[src/rtl/fft_frame_loader.sv]
// Streams one frame of samples into the FFT core's memory in bit-reversed order,
// zero-pads short frames, starts the FFT and waits for completion. Optional: FFT_LOADER_PRESCALE_EN.
module fft_frame_loader #(
   parameter int unsigned N_POINTS    = 32,
   parameter int unsigned ADDR_W      = 5,
   parameter int unsigned DATA_W      = 16,
   parameter int unsigned PRESCALE_SH = 2
) (
   input  logic              clk,
   input  logic              rst,
   input  logic              s_valid,
   output logic              s_ready,
   input  logic [DATA_W-1:0] s_real,
   input  logic [DATA_W-1:0] s_imag,
   input  logic              s_last,
   output logic              load_data_write,
   output logic [ADDR_W-1:0] load_data_addr,
   output logic [DATA_W-1:0] data_real_out,
   output logic [DATA_W-1:0] data_imag_out,
   output logic              fft_start,
   input  logic              fft_done,
   output logic              busy,
   output logic              short_frame
);

   localparam logic [ADDR_W-1:0] LAST_IDX = ADDR_W'(N_POINTS - 1);

   typedef enum logic [1:0] {LOAD, PAD, START, WAIT} state_t;

   state_t            state, state_nxt;
   logic [ADDR_W-1:0] index, index_nxt;
   logic              start_wait, start_wait_nxt;
   logic              fft_done_q;
   logic              write_nxt;
   logic [ADDR_W-1:0] addr_nxt;
   logic [DATA_W-1:0] real_nxt, imag_nxt;
   logic              start_nxt, short_nxt;
   logic [DATA_W-1:0] samp_real, samp_imag;
   logic              take;

   function automatic logic [ADDR_W-1:0] bitrev(input logic [ADDR_W-1:0] v);
      logic [ADDR_W-1:0] r;
      for (int i = 0; i < int'(ADDR_W); i++) r[ADDR_W-1-i] = v[i];
      return r;
   endfunction

`ifdef FFT_LOADER_PRESCALE_EN
   // Arithmetic shift gives butterfly headroom; truncates toward minus infinity.
   assign samp_real = DATA_W'($signed(s_real) >>> PRESCALE_SH);
   assign samp_imag = DATA_W'($signed(s_imag) >>> PRESCALE_SH);
`else
   localparam int unsigned unused_prescale_sh = PRESCALE_SH;
   assign samp_real = s_real;
   assign samp_imag = s_imag;
`endif

   assign take = s_valid && s_ready;

   // Next-state and next-output logic.
   always_comb begin
      state_nxt      = state;
      index_nxt      = index;
      start_wait_nxt = 1'b0;
      write_nxt      = 1'b0;
      addr_nxt       = load_data_addr;
      real_nxt       = data_real_out;
      imag_nxt       = data_imag_out;
      start_nxt      = 1'b0;
      short_nxt      = short_frame;
      case (state)
         LOAD: begin
            if (take) begin
               write_nxt = 1'b1;
               addr_nxt  = bitrev(index);
               real_nxt  = samp_real;
               imag_nxt  = samp_imag;
               if (index == LAST_IDX) begin
                  state_nxt = START;
                  short_nxt = 1'b0;
               end else begin
                  index_nxt = index + ADDR_W'(1);
                  if (s_last) begin
                     state_nxt = PAD;
                     short_nxt = 1'b1;
                  end
               end
            end
         end
         PAD: begin
            write_nxt = 1'b1;
            addr_nxt  = bitrev(index);
            real_nxt  = '0;
            imag_nxt  = '0;
            if (index == LAST_IDX) state_nxt = START;
            else                   index_nxt = index + ADDR_W'(1);
         end
         START: begin
            // One idle cycle lets the final write land before the FFT starts.
            if (!start_wait) begin
               start_wait_nxt = 1'b1;
            end else begin
               start_nxt = 1'b1;
               state_nxt = WAIT;
            end
         end
         WAIT: begin
            if (fft_done && !fft_done_q) begin
               state_nxt = LOAD;
               index_nxt = '0;
            end
         end
         default: state_nxt = LOAD;
      endcase
   end

   // State and registered outputs.
   always_ff @(posedge clk or posedge rst) begin
      if (rst) begin
         state           <= LOAD;
         index           <= '0;
         start_wait      <= 1'b0;
         fft_done_q      <= 1'b0;
         s_ready         <= 1'b0;
         load_data_write <= 1'b0;
         load_data_addr  <= '0;
         data_real_out   <= '0;
         data_imag_out   <= '0;
         fft_start       <= 1'b0;
         busy            <= 1'b0;
         short_frame     <= 1'b0;
      end else begin
         state           <= state_nxt;
         index           <= index_nxt;
         start_wait      <= start_wait_nxt;
         fft_done_q      <= fft_done;
         s_ready         <= (state_nxt == LOAD);
         load_data_write <= write_nxt;
         load_data_addr  <= addr_nxt;
         data_real_out   <= real_nxt;
         data_imag_out   <= imag_nxt;
         fft_start       <= start_nxt;
         busy            <= (state_nxt != LOAD);
         short_frame     <= short_nxt;
      end
   end

endmodule

[config.mk]
export PLATFORM = sky130hd
export DESIGN_NAME = fft_frame_loader
export DESIGN_NICKNAME = d
export VERILOG_FILES = /design/src/rtl/fft_frame_loader.sv
export SDC_FILE = /design/constraint.sdc
export NUM_CORES = 1
export LEC_CHECK = 0
export BUFFER_PORTS_ARGS = -buffer_cell sky130_fd_sc_hd__buf_4
export CAP_MARGIN = 20
export CORE_MARGIN = 5
export CORE_UTILIZATION = 51
export DETAILED_ROUTE_END_ITERATION = 6
export PLACE_DENSITY = 0.92
export SYNTH_ARGS = -nofsm -noshare
export SYNTH_HDL_FRONTEND = slang
export SYNTH_SLANG_ARGS = --single-unit
[constraint.sdc]
create_clock -name clk -period 3.4 [get_ports clk]
set_input_delay 0 -clock clk [delete_from_list [all_inputs] [get_ports clk]]
set_output_delay 0 -clock clk [all_outputs]
set_load 0.01 [all_outputs]
==> results.toml <==
[cells_and_area]
drive_above_1_share_pct = 36.88
multiInputGateArea_um2 = 644.4
seq_area_um2 = 1276
fin_nets = 302
area_growth_pct = 52.31
fill_cells = 220
diodes = 0
final_util_pct = 78.93

[sta]
fin_crit_sh_pct = 60.22
finalSetupViolCount = 0
finalCriticalPeriod_ps = 2048
grt_setup_unrepaired = "false"
slew_violations = 0
fmax_mhz = 488.4
worst_clock_skew_ps = 3.411
worstMarginPinSlew_ps = 870.6
tns_ps = 0
relSlewSlack_pct = 41.96
final_hold_viol_count = 0

[worst_setup_path]
max_stage_delay_ps = 710
worst-setup-path-type = "reg -> reg"
critical-path-top-delay-family = "simple AND/OR/NAND/NOR gates"
path_cells = "a21oi_4 -> or2_1 -> buf_4 -> a22o_1"
critPathLaunchType = "flop"
cp_num_buf_inv = 1
crit_slowest_cell = "or2_1"
worstPathRequired_ps = 3640
cp_max_fo = 21
crit_arrival_ps = 2290
end_kind = "flop"

[cts]
cts.sinks = 51
clkLatencyLatePin_ps = 300
cts_max_level = 2
cts_hold_buffers = 35
post_cts_buffers = 0
cts.path.max_buffers = 2
cts-buffers-inserted = 5
cts_resized = 0
cts_tree = "yes"
path_clk_slew_ps = 90
root_buffer = "clkbuf_8"

[pwr]
power_mw = 2.416
peakVddDrop_v = 0.0005441
power.density_nw_per_um2 = 782.1
p_sw_mw = 0.8842
seqPwrFrac_pct = 41.8
intPower_mw = 1.532
p_sw_share_pct = 36.60
pwr-share-comb_pct = 44.2
clkPwrFrac_pct = 14.0
total_leakage_power_nw = 1.579

[floorplan]
die-area_um2 = 5338
rows = 23
ios = 79
core_um2 = 3914
initial_core_util_pct = 51.82
die_x_um = 73.06
die-height_um = 73.06

[global_route]
grt_pass1_wl_mm = 8.631
grt_usage_pct = 21.52
antenna_found_initial = 0
grt_pass1_vias = 1754
grt-ovfl-total = 0
grt_max_degree = 52

[routing]
drtAntennaViolNets = 0
drt-initial-drc-count = 115
vias_per_cell = 5.300
vias = 1659
drt-total-wl_mm = 5.572
drc_errors = 0
first_pass_iters = 4
routedWlPerCell_um = 17.80

[flow_run]
drv_cap = 0

[logic_synthesis]
yosys.area.top_type = "dfrtp_1"
netlist_instances = 148
synth_commonest_cells = "51 x dfrtp_1, 32 x a22o_1, 9 x nand2_1"
async_flop_share_pct = 100.0
ys_warn_count = 0
syn-cell-area_um2 = 2028
syn-mean-instance-area_um2 = 13.70
synth_flop_cell = "dfrtp_1"
yosysSeqAreaShare_pct = 62.92
synth_cell_type_count = 32
yosysMostFrequentCell = "dfrtp_1"
synth-edff-count = 0
syn-num-nets = 188
synth-seq-cells = 51
yosysTopAreaCellShare_pct = 62.92
synthTopCellsByArea = "dfrtp_1 63%, a22o_1 14%, buf_6 2.8%, mux2_4 2.2%, ha_1 1.9%"

[place]
hpwl_mm = 3.403
gp_congestion = 0.8368
portBuffers = 78

[min_path]
hold_class = "in -> async"

[run_status]
status = "finished, final reports clean"
## tightest hold or removal path, cell delays in order
cell and delay [ps]:
dlygate4sd3_1 540, buf_4 140, inv_2 100
## power groups by stage
stage	Sequential [mW]	Clock, mW	Combinational [mW]
after floorplan	1.04	0	0.593
final	1.01	0.338	1.07
after detailed placement	1.01	0	1.01
after CTS	1.00	0.348	1.04
after global placement	1.00	0	0.979
after global routing	1.04	0.383	1.16
## layout make-up
cell class	count	share of cell area [%]
inverter	5	0.6075
timing repair buffer	117	32.32
clock buffer	5	2.228
multi-input combinational	82	20.86
tap	50	2.025
sequential	51	41.31
clock inverter	3	0.6480
## placed cells by master, fill, tap and decap left out, drive strengths merged, types with 2 or more instances in the layout
cell type / Yosys / final
buf: 10 / 82
dfrtp: 51 / 51
dlygate4sd3: 0 / 35
a22o: 32 / 32
nand2: 9 / 9
o21ai: 6 / 6
clkbuf: 0 / 5
inv: 5 / 5
a21oi: 5 / 5
mux2i: 3 / 3
mux2: 3 / 3
ha: 3 / 3
or2: 2 / 2
nor2b: 2 / 2
nand3: 2 / 2
and3: 2 / 2
nor3b: 2 / 2
clkinvlp: 0 / 2
## sequential cells by signal, indices dropped and copies added, names as in the netlist
name,count
load_data_write,1
start_wait,1
load_data_addr,5
index,5
fft_done_q,1
data_imag_out,16
s_ready,1
data_real_out,16
busy,1
state,2
fft_start,1
short_frame,1
## final timing paths
| kind | from | end | slack (ps) | cells past startpoint |
|---|---|---|---|---|
| max | state[0]$_DFF_PP0_ | data_real_out[13]$_DFFE_PP0P_ | 1350 | 4 |
| min | rst | data_real_out[11]$_DFFE_PP0P_ | 130 | 3 |
| max reg2reg | state[0]$_DFF_PP0_ | data_real_out[13]$_DFFE_PP0P_ | 1350 | 4 |
| min reg2reg | start_wait$_DFF_PP0_ | start_wait$_DFF_PP0_ | 430 | 1 |
| max in group asynchronous | rst | data_imag_out[11]$_DFFE_PP0P_ | 2830 | 4 |
| min in group clk | s_valid | load_data_addr[3]$_DFFE_PP0P_ | 130 | 4 |
## per-stage QoR
step / hold WS, ps / cell area (um^2) / std cells / setup slack (ps)
after floorplan: 31.43 / 2028 / 148 / 1695
after global placement: 129.6 / 2603 / 268 / 1418
after detailed placement: 131.9 / 2603 / 268 / 1342
after CTS: 101.7 / 3042 / 311 / 1327
after global routing: 115.1 / 3089 / 313 / 1235
final: 126.1 / 3089 / 313 / 1352
## logic make-up (layout without fill, tap and decap cells)
| group | Yosys count | count (layout) | synth area share [%] |
|---|---|---|---|
| flip-flops | 51 | 51 | 62.92 |
| buffers and inverters | 15 | 130 | 5.305 |
| multiplexers | 6 | 6 | 3.701 |
| adder cells (fa/ha/maj) | 3 | 3 | 1.851 |
| AO/OA/AOI/OAI | 47 | 47 | 18.75 |
| AND/OR/NAND/NOR | 26 | 26 | 7.464 |
## metal layers
metal	vias up	share of wire (%)	track usage, %
met1	827	41	26.28
met5	-	0	0
li1	767	-	-
met3	5	6.2	5.785
met4	0	1.0	5.533
met2	60	52	37.54
(Power assumes the default switching activity.)
